===== src/rtl/pc_unit_pkg.sv =====
// rtl/pc_unit_pkg.sv - shared cpu_defs package: next-PC source and branch-op encodings
package cpu_defs;

  typedef enum logic [2:0] {
    PC_SRC_ALU    = 3'd0,
    PC_SRC_ALUOUT = 3'd1,
    PC_SRC_JUMP   = 3'd2,
    PC_SRC_REGA   = 3'd3,
    PC_SRC_EPC    = 3'd4,
    PC_SRC_EXC    = 3'd5
  } pc_src_e;

  typedef enum logic [1:0] {
    BR_EQ = 2'd0,
    BR_NE = 2'd1,
    BR_LE = 2'd2,
    BR_GT = 2'd3
  } br_op_e;

endpackage


===== src/rtl/pc_unit_next_mux.sv =====
// rtl/pc_unit_next_mux.sv - combinational next-PC selector and branch-condition decode
module pc_next_mux
  import cpu_defs::*;
(
  input  logic [2:0]  i_pc_source,
  input  logic [1:0]  i_branch_op,
  input  logic        i_zero,
  input  logic        i_lt,
  input  logic [31:0] i_alu_result,
  input  logic [31:0] i_alu_out,
  input  logic [31:0] i_jump_target,
  input  logic [31:0] i_reg_a,
  input  logic [31:0] i_epc,
  input  logic [31:0] i_exc_vector,
  output logic [31:0] o_next_pc,
  output logic        o_cond
);

  // Reserved selects 6 and 7 fall through to the ALU result.
  always_comb begin
    o_next_pc = i_alu_result;
    case (i_pc_source)
      PC_SRC_ALUOUT: o_next_pc = i_alu_out;
      PC_SRC_JUMP:   o_next_pc = i_jump_target;
      PC_SRC_REGA:   o_next_pc = i_reg_a;
      PC_SRC_EPC:    o_next_pc = i_epc;
      PC_SRC_EXC:    o_next_pc = i_exc_vector;
      default:       o_next_pc = i_alu_result;
    endcase
  end

  always_comb begin
    o_cond = 1'b0;
    case (i_branch_op)
      BR_EQ:   o_cond = i_zero;
      BR_NE:   o_cond = !i_zero;
      BR_LE:   o_cond = i_zero | i_lt;
      BR_GT:   o_cond = !i_zero & !i_lt;
      default: o_cond = 1'b0;
    endcase
  end

endmodule


===== src/rtl/pc_unit.sv =====
// rtl/pc_unit.sv - PC and EPC registers with conditional write and misalignment flag
module pc_unit
  import cpu_defs::*;
#(
  parameter logic [31:0] RESET_PC  = 32'h0000_0000,
  parameter bit          EXC_CHECK = 1'b1
) (
  input  logic        clk,
  input  logic        reset,
  input  logic [2:0]  PCSource,
  input  logic        PCWrite,
  input  logic        PCWriteCond,
  input  logic [1:0]  BranchOp,
  input  logic        Zero,
  input  logic        LT,
  input  logic        EPCWrite,
  input  logic [31:0] alu_result,
  input  logic [31:0] alu_out,
  input  logic [31:0] jump_target,
  input  logic [31:0] reg_a,
  input  logic [31:0] exc_vector,
  input  logic [31:0] epc_in,
  input  logic        misalign_clr,
  output logic [31:0] PC_out,
  output logic [31:0] epc_out,
  output logic        pc_misaligned
);

  logic [31:0] r_pc;
  logic [31:0] r_epc;
  logic        r_misaligned;
  logic [31:0] w_next_pc;
  logic        w_cond;
  logic        w_take;
  logic        w_bad;

  pc_next_mux u_next_mux (
    .i_pc_source  (PCSource),
    .i_branch_op  (BranchOp),
    .i_zero       (Zero),
    .i_lt         (LT),
    .i_alu_result (alu_result),
    .i_alu_out    (alu_out),
    .i_jump_target(jump_target),
    .i_reg_a      (reg_a),
    .i_epc        (r_epc),
    .i_exc_vector (exc_vector),
    .o_next_pc    (w_next_pc),
    .o_cond       (w_cond)
  );

  assign w_take = PCWrite | (PCWriteCond & w_cond);
  assign w_bad  = EXC_CHECK && (w_next_pc[1:0] != 2'b00);

  // EPC load is independent of the PC write; a same-cycle set beats the clear.
  always_ff @(posedge clk or posedge reset) begin
    if (reset) begin
      r_pc         <= RESET_PC;
      r_epc        <= 32'h0000_0000;
      r_misaligned <= 1'b0;
    end else begin
      if (w_take && !w_bad) r_pc <= w_next_pc;
      if (EPCWrite) r_epc <= epc_in;
      if (w_take && w_bad) r_misaligned <= 1'b1;
      else if (misalign_clr) r_misaligned <= 1'b0;
    end
  end

  assign PC_out        = r_pc;
  assign epc_out       = r_epc;
  assign pc_misaligned = r_misaligned;

endmodule


===== config.mk =====
export PLATFORM = sky130hd
export DESIGN_NAME = pc_unit
export DESIGN_NICKNAME = d
export VERILOG_FILES = /design/src/rtl/pc_unit_pkg.sv /design/src/rtl/pc_unit_next_mux.sv /design/src/rtl/pc_unit.sv
export SDC_FILE = /design/constraint.sdc
export NUM_CORES = 1
export LEC_CHECK = 0
export BUFFER_PORTS_ARGS = -buffer_cell sky130_fd_sc_hd__buf_2
export CORE_MARGIN = 4
export CORE_UTILIZATION = 40
export DETAILED_ROUTE_END_ITERATION = 8
export PLACE_DENSITY = 0.79
export SLEW_MARGIN = 5
export SYNTH_ARGS = -nofsm -noshare
export SYNTH_HDL_FRONTEND = slang
export SYNTH_SLANG_ARGS = --single-unit

===== constraint.sdc =====
create_clock -name clk -period 2.6 [get_ports clk]
set_input_delay 0.39 -clock clk [delete_from_list [all_inputs] [get_ports clk]]
set_output_delay 0.39 -clock clk [all_outputs]
set_load 0.02 [all_outputs]

==> summary.md <==
| Metric | Value |
|---|---|
| Hold Buf Count CTS | 0 |
| Slew HR | 0.530 |
| Starting DRT DRC Count | 410 |
| Worst Path Arrival | 2.09 ns |
| Post-synthesis async set-or-reset flop share | 1.00 |
| Clk_skew | 0.0125 ns |
| Cell count after synthesis | 400 |
| Max-Cap Viols | 0 |
| Switching part of the total power | 0.357 |
| Distinct cells, synth | 39 |
| Fin area | 5950 um^2 |
| I/O pin count | 270 |
| Post-Syn Nets | 605 |
| Vias/cell | 5.39 |
| Synth Area in Compound Gates | 0.158 |
| Synth top area cells | dfrtp_1 38%, mux2_2 13%, mux2_4 8.4%, mux2i_1 6.3%, mux4_2 5.2% |
| Static Leak | 3.09 nW |
| # H-tree levels | 3 |
| Synth cell count leaders | 65 x dfrtp_1, 50 x mux2_2, 30 x nand2_1 |
| Clock share of power | 0.208 |
| Minimum clock period | 1.87 ns |
| Initial antenna violation count | 2 |
| Detailed Place HPWL | 12800 um |
| Number of flops mapped to enable cells by yosys | 0 |
| Count leader, synth | dfrtp_1 |
| Max-slew violations | 0 |
| Worst-skew pair later-pin latency | 0.33 ns |
| Status | finished clean |
| CTS tree | yes |
| Ant. Diodes | 0 |
| CTS Root Cell | clkbuf_8 |
| Critical path type | in2reg |
| GP Congestion | 0.947 |
| Post-synthesis xor/xnor area fraction | 0.00204 |
| CTS max path bufs | 2 |
| Synth warn | 0 |
| Min-Delay Path Class | in2async |
| Yosys top cell by area | dfrtp_1 |
| Critical path origin | PCSource[2] |
| Register area share after synthesis | 0.378 |
| Mapped Area | 4300 um^2 |
| First-pass GRT wire length | 24500 um |
| Pin count of the biggest net entering global routing | 59 |
| Post-synth top area share | 0.378 |
| Fmax | 534 MHz |
| Switch Pwr | 0.00123 W |
| Mux contribution to synthesized area | 0.330 |
| Die Height | 112 um |
| Fill count | 923 |
| Global Route Usage Sum | 0.249 |
| Fin crit share | 0.720 |
| Crit Path Max Fanout | 32 |
| Setup TNS | 0 ns |
| Final Setup Violations | 0 |
| Vias in the first global route | 4351 |
| Fraction of layout instances using a drive strength above 1 | 0.573 |
| Reg-to-Reg Start | epc_out[0] |
| Detailed-route DRC error count | 0 |
| Seq pwr share | 0.397 |
| Area growth from synthesis to layout | 38.2% |
| Top_reg_cell synth | dfrtp_1 |
| Clk pin slew, worst setup/hold paths | 0.07 ns |
| Number of buffers created by CTS | 9 |
| Die area | 12500 um^2 |
| GRT overflow | 0 |
| Post-CTS Resized | 0 |
| RSZ-0062 raised after global routing | false |
| DP Area | 5790 um^2 |
| Main combinational cell family by area after synthesis | multiplexers |
| Critical Path End Type | register |
| Vias | 4303 |
| Row count | 37 |
| Req. time, crit path | 2.82 ns |
| ANT nets after route | 0 |
| Detailed Routing Iterations Pass 1 | 7 |
| Power per Cell Area | 577 nW/um^2 |
| Slew @ Worst Pin | 0.706 ns |
| Startpoint class of the critical path | input pin |
| Post-Synth Adder-Cell Area | 0 |
| Initial Util | 0.413 |
| Int Pwr | 0.00220 W |
| Simple-gate portion of the synthesized area | 0.0780 |
| Peak supply drop | 0.325 mV |
| Post-CTS setup buffers | 0 |
| DR WL/cell | 19.8 um |
| Mean Syn Cell Area | 10.8 um^2 |
| IO buf count | 269 |
| Final hold violations | 0 |
| CTS sink count | 65 |
| Core ar. | 10400 um^2 |
| Nets | 863 |
| Seq cells post-synth | 65 |
| Die X-Extent | 112 um |
| Final WL | 15800 um |
| Combinational share of power | 0.395 |
## path summary, 6_finish.rpt
path | endpoint | slack, ns | cells past startpoint
worst max-delay path | PC_out[28] | 0.73 | 7
worst min-delay path | epc_out[20] | 0.13 | 2
worst max register to register | PC_out[6] | 0.92 | 5
worst min register to register | PC_out[1] | 0.49 | 1
max in group asynchronous | epc_out[26] | 1.83 | 3
min in group clk | pc_misaligned | 0.25 | 2
## layout by cell type (no fill, tap or decap), types with 7 or more instances in the layout
| cell | instances |
|---|---|
| buf_2 | 268 |
| dfrtp_1 | 65 |
| mux2_2 | 50 |
| nand2_1 | 30 |
| o21ai_0 | 27 |
| mux2i_1 | 27 |
| mux2_4 | 24 |
| a21oi_1 | 19 |
| inv_1 | 17 |
| nor2_1 | 17 |
| mux4_2 | 10 |
| clkbuf_8 | 9 |
| nand2b_1 | 8 |
| a22o_1 | 8 |
| o22ai_1 | 7 |
| buf_4 | 7 |
## sequential cells by signal, indices dropped and copies added, names as in the netlist
register,flops
PC_out,32
pc_misaligned,1
epc_out,32
## metal layers
metal  vias to the layer above  global-route usage  routed length, um
met5                         -                   0                 20
met4                         4              0.0689                393
met3                        45              0.0609               1220
met2                       207               0.387               7440
met1                      2062               0.348               6770
li1                       1985                   -                  -
## through the flow
stage / util / total power, W / std cells / hold WS (ns) / setup slack [ns]
global route: 0.571 / 0.00362 / 799 / 0.186 / 0.576
CTS: 0.571 / 0.00346 / 799 / 0.143 / 0.745
detailed placement: 0.556 / 0.00273 / 783 / 0.475 / 0.386
finish: 0.571 / 0.00343 / 799 / 0.135 / 0.727
floorplan: - / 0.00219 / 400 / 0.482 / 0.584
global placement: 0.556 / 0.00270 / 783 / 0.470 / 0.429
## power by group through the flow
stage	Sequential, W	Clock [W]	Combinational [W]
3_5_place_dp	0.00138	0	0.00135
2_1_floorplan	0.00160	0	0.000588
5_1_grt	0.00139	0.000792	0.00145
4_1_cts	0.00136	0.000741	0.00136
3_3_place_gp	0.00137	0	0.00133
6_report	0.00136	0.000712	0.00135
## layout make-up
class / instances / area [um^2] / area share
Clock inverter: 4 / 20.0 / 0.00337
Inverter: 19 / 71.3 / 0.0120
Multi-Input combinational cell: 284 / 2450 / 0.412
Clock buffer: 12 / 135 / 0.0227
Tap cell: 136 / 170 / 0.0286
Sequential cell: 65 / 1630 / 0.274
Timing Repair Buffer: 279 / 1470 / 0.248
## cell families after synthesis
kind of cell / Yosys count
flip-flops: 65
buffers and inverters: 51
AO/OA/AOI/OAI: 99
XOR/XNOR: 1
AND/OR/NAND/NOR: 73
multiplexers: 111
## worst max-delay path, cell delays in order
cell,delay [ns]
buf_2,0.17
nand2b_1,0.24
o32a_1,0.35
o211a_1,0.17
o21bai_4,0.14
buf_12,0.26
mux2_2,0.36
Note: power is estimated with default switching activity, not from simulation.
